File: src/rtl/mips_pkg.sv
// Shared MIPS datapath definitions: instruction-memory geometry, the NOP
// encoding, and the fetch/decode queue state type.
package mips_pkg;

  localparam int unsigned PC_W    = 13;
  localparam int unsigned INSTR_W = 32;

  localparam logic [INSTR_W-1:0] INSTR_NOP = 32'h0;

  typedef enum logic [1:0] {
    RUN   = 2'd0,
    DRAIN = 2'd1,
    DONE  = 2'd2
  } fdq_state_t;

endpackage

File: src/rtl/fetch_decode_queue.sv
// Elastic {pc, instruction} FIFO between fetch and decode with flush,
// end-of-program drain and a sticky done flag.
module fetch_decode_queue #(
  parameter int unsigned DEPTH   = 2,
  parameter int unsigned PC_W    = mips_pkg::PC_W,
  parameter int unsigned INSTR_W = mips_pkg::INSTR_W
) (
  input  logic                       clk,
  input  logic                       rst,
  input  logic                       in_valid,
  output logic                       in_ready,
  input  logic [PC_W-1:0]            in_pc,
  input  logic [INSTR_W-1:0]         in_instr,
  output logic                       out_valid,
  input  logic                       out_ready,
  output logic [PC_W-1:0]            out_pc,
  output logic [INSTR_W-1:0]         out_instr,
  input  logic                       flush,
  input  logic                       end_program,
  output logic [$clog2(DEPTH+1)-1:0] count,
  output logic                       done
);

  import mips_pkg::*;

  localparam int unsigned CW = $clog2(DEPTH + 1);
  localparam int unsigned PW = $clog2(DEPTH);
  localparam int unsigned EW = PC_W + INSTR_W;

  // Each entry holds pc in the upper bits and the instruction below it, so
  // decode can never see fields from two different fetches.
  logic [EW-1:0] mem_q [DEPTH];
  logic [EW-1:0] mem_d [DEPTH];

  logic [PW-1:0] head_q, head_d;
  logic [PW-1:0] tail_q, tail_d;
  logic [CW-1:0] count_q, count_d;
  fdq_state_t    state_q, state_d;

  logic push;
  logic pop;

  assign in_ready  = (count_q < CW'(DEPTH)) && (state_q == RUN);
  assign out_valid = (count_q != '0);
  assign push      = in_valid && in_ready && !flush;
  assign pop       = out_valid && out_ready && !flush;

  assign out_pc    = out_valid ? mem_q[head_q][EW-1 -: PC_W]   : '0;
  assign out_instr = out_valid ? mem_q[head_q][INSTR_W-1:0]    : INSTR_NOP[INSTR_W-1:0];
  assign count     = count_q;
  assign done      = (state_q == DONE);

  always_comb begin
    mem_d   = mem_q;
    head_d  = head_q;
    tail_d  = tail_q;
    count_d = count_q;

    if (flush) begin
      head_d  = '0;
      tail_d  = '0;
      count_d = '0;
    end else begin
      if (push) begin
        mem_d[tail_q] = {in_pc, in_instr};
        tail_d        = tail_q + PW'(1);
      end
      if (pop) begin
        head_d = head_q + PW'(1);
      end
      case ({push, pop})
        2'b10:   count_d = count_q + CW'(1);
        2'b01:   count_d = count_q - CW'(1);
        default: count_d = count_q;
      endcase
    end
  end

  // DRAIN looks at the post-update occupancy so an empty or flushed queue
  // finishes on the same edge.
  always_comb begin
    state_d = state_q;
    case (state_q)
      RUN:     if (end_program) state_d = DRAIN;
      DRAIN:   if (count_d == '0) state_d = DONE;
      DONE:    state_d = DONE;
      default: state_d = RUN;
    endcase
  end

  always_ff @(posedge clk or posedge rst) begin
    if (rst) begin
      for (int unsigned i = 0; i < DEPTH; i++) begin
        mem_q[i] <= '0;
      end
      head_q  <= '0;
      tail_q  <= '0;
      count_q <= '0;
      state_q <= RUN;
    end else begin
      mem_q   <= mem_d;
      head_q  <= head_d;
      tail_q  <= tail_d;
      count_q <= count_d;
      state_q <= state_d;
    end
  end

endmodule

File: config.mk
export PLATFORM = sky130hd
export DESIGN_NAME = fetch_decode_queue
export DESIGN_NICKNAME = d
export VERILOG_FILES = /design/src/rtl/mips_pkg.sv /design/src/rtl/fetch_decode_queue.sv
export SDC_FILE = /design/constraint.sdc
export NUM_CORES = 1
export LEC_CHECK = 0
export CAP_MARGIN = 20
export CORE_MARGIN = 2
export CORE_UTILIZATION = 51
export DETAILED_ROUTE_END_ITERATION = 8
export PLACE_DENSITY = 0.84
export SYNTH_ARGS = -nofsm -noshare
export SYNTH_HDL_FRONTEND = slang
export SYNTH_SLANG_ARGS = --single-unit
File: constraint.sdc
create_clock -name clk -period 4.3 [get_ports clk]
set_input_delay 1.29 -clock clk [delete_from_list [all_inputs] [get_ports clk]]
set_output_delay 1.29 -clock clk [all_outputs]
set_load 0.02 [all_outputs]
==> impl_results.md <==
- Simple-gate area share of the yosys netlist: 0.0707
- Die W: 99.3 µm
- Slowest CP cell: nor2_4
- CTS tree: built
- Worst Path Max Fanout: 25
- Worst Reg-to-Reg Cells: 7
- Share of cells above drive strength 1: 0.275
- Compound-cell area share of the yosys netlist: 0.00675
- Comb pwr share: 0.392
- First drt pass iteration count: 4
- Period utilization: 0.842
- Top-count cell post-synth: dfrtp_1
- Final wirelength: 9090 µm
- Worst setup EP type: output pin
- Seq/Total Area, Yosys: 0.518
- Critical Path RT: 3010 ps
- Post-synthesis mux area share: 0.353
- Critical path type: reg -> out
- Crit path DAT: 2330 ps
- CP startpoint: count[1]
- DRT antenna net count: 0
- Cell Pwr Density: 591 mW/mm²
- R2R Setup Slk: 1860 ps
- Switching share of power: 0.313
- Critical Path Start Type: flip-flop
- Dpl hpwl: 5930 µm
- Post-synth ARST share: 1.00
- GRT Overall Usage: 0.190
- Crit-path max cell delay: 550 ps
- WL per Instance: 16.8 µm
- Largest net degree at the start of global routing: 53
- Clock network fraction of design power: 0.164
- Total grt overflow: 0
- Final min period: 3620 ps
- Vias in the first global route: 3110
- Most used DFF post-synth: dfrtp_1
- Post-synth EDFFs: 0
- Starting Density: 0.529
- Leakage power: 2.58 nW
- Clock Skew: 10.5 ps
- Syn avg cell area: 14.0 µm²
- Number of remaining DRC errors: 0
- Hold/Removal Path Class: reg -> reg
- Least-Margin Pin Slew: 812 ps
- Yosys cell types: 26
- Area leader, netlist: dfrtp_1
- Unrepaired setup endpoints after global routing: no
- Post-CTS Resized: 0
- Worst-path clk slew: 90 ps
- IO Count: 101
- Core box area: 0.00876 mm²
- Layout net count: 483
- # Post-CTS Setup Buffers: 0
- Die Y: 99.3 µm
- Switch Pwr: 1.10 mW
- Slew margin rel.: 0.459
- Area contributors post-synth: dfrtp_1, mux2_4, mux2_2
- DR iter-0 viols: 48
- Die area: 0.00987 mm²
- DR vias: 2881
- CTS H-tree lvls: 3
- Int Pwr: 2.41 mW
- Fmax: 0.276 GHz
- CTS buffer count: 9
- Peak supply drop: 0.320 mV
- Gp weighted congestion: 0.724
- Final setup viols: 0
- Clk sinks: 96
- Reg power frac: 0.444
- Synth top cells by count: dfrtp_1, mux2_2, nor2_1, mux2i_1, mux2_4
- Max-slew violations: 0
- Post-synthesis cell count: 330
- Reg2reg end: state_q[1]
- Synthesized flop and latch total: 96
- Post-Synth XOR/XNOR Area: 0.00756
- Clock latency on the worst-skew pair: 350 ps
- Max-cap violations: 0
- Status: finished clean
- Final WS setup: 678 ps
- Antenna diodes: 0
- R2r startpoint: state_q[0]
- Hold path cells: 1
- Synth Area in Adders: 0.0135
- Row count: 34
- Hold Path Origin: mem_q[69]
- First-pass GRT wire length: 15000 µm
- Syn_nets: 386
- Initial antenna violation count: 0
- I/O Buffers: 100
- Mapped Area: 0.00464 mm²
- Min-Delay Endpoint: mem_q[69]
- Largest family of logic cells by synthesized area: multiplexers
- Via density: 5.34
- Post-Place Worst Slack: 610 ps
- TNS Setup: 0 ps
- Ys Warns: 0
- Layout area overhead: 28.0%
- Worst-path cell chain: nor2_4, buf_12, nor2_1, clkdlybuf4s50_1
- CTS max path bufs: 2
- Hold-fix buffers, CTS: 0
- Clock Tree Root: clkbuf_8
- Synth top area share: 0.518
- Final Hold Viols: 0
power by group through the flow:
| stage | sequential, mW | clock, mW | combinational (mW) |
|---|---|---|---|
| detailed placement | 1.57 | 0 | 1.39 |
| global route | 1.61 | 0.625 | 1.49 |
| CTS | 1.55 | 0.586 | 1.40 |
| global placement | 1.54 | 0 | 1.35 |
| finish | 1.56 | 0.575 | 1.37 |
| floorplan | 1.49 | 0 | 1.02 |
layout make-up:
type / instances / area [µm²]
clock inverters: 5 / 57.6
repair buffers: 105 / 1090
inverters: 4 / 17.5
multi-input cells: 211 / 2100
flip-flops and latches: 96 / 2400
fillers: 642 / 2830
well taps: 108 / 135
clock buffers: 11 / 131
per-stage QoR:
| step | hold slack, ps | cell area, µm² | std cells | util | total power [mW] |
|---|---|---|---|---|---|
| after global routing | 522 | 5930 | 540 | 0.677 | 3.73 |
| after floorplan | 479 | 4640 | 330 | - | 2.51 |
| after detailed placement | 494 | 5750 | 524 | 0.656 | 2.96 |
| after CTS | 515 | 5930 | 540 | 0.677 | 3.54 |
| final | 512 | 5930 | 540 | 0.677 | 3.51 |
| after global placement | 488 | 5750 | 524 | 0.656 | 2.88 |
critical path: cells and delay by family (launching register included):
kind / cells / cell delay, ps
buf+inv: 2 / 800
simple gates: 2 / 640
flops: 1 / 530
routing by layer:
metal | vias to the layer above | global-route usage | wire [µm]
met5 | - | 0 | 0
met4 | 0 | 0.0506 | 93
met3 | 11 | 0.0443 | 477
met2 | 71 | 0.305 | 4200
met1 | 1461 | 0.262 | 4320
li1 | 1338 | - | -
worst max path at each step:
stage | endpoint | slack [ps] | depth (start not counted)
6_report | out_instr[9] | 680 | 4
3_5_place_dp | state_q[1] | 610 | 6
4_1_cts | out_instr[9] | 650 | 4
2_1_floorplan | count[0] | 500 | 1
3_3_place_gp | state_q[0] | 700 | 6
5_1_grt | out_instr[5] | 550 | 4
sequential cells by signal (all words and copies together) (netlist names):
name     flops
mem_q       90
state_q      2
head_q       1
tail_q       1
count        2
cell usage in the layout, fill, tap and decap left out, types with 2 or more instances in the layout:
cell type	Yosys	routed
clkbuf_1	4	2
clkdlybuf4s50_1	0	100
dfrtp_1	96	95
inv_1	4	3
nor2_1	50	49
o21ai_0	2	2
buf_12	0	4
ha_1	5	5
mux2_2	52	52
nor4bb_1	2	2
mux2_4	40	40
mux2i_1	45	45
xor2_1	3	3
clkinvlp_4	0	3
clkbuf_8	0	9
cells by family after synthesis:
kind of cell / count (synthesis)
XOR/XNOR: 4
AND/OR/NAND/NOR: 61
buffers and inverters: 23
multiplexers: 137
adder cells (fa/ha/maj): 5
flip-flops: 96
AO/OA/AOI/OAI: 4
Power figures use the tool's default switching activity.
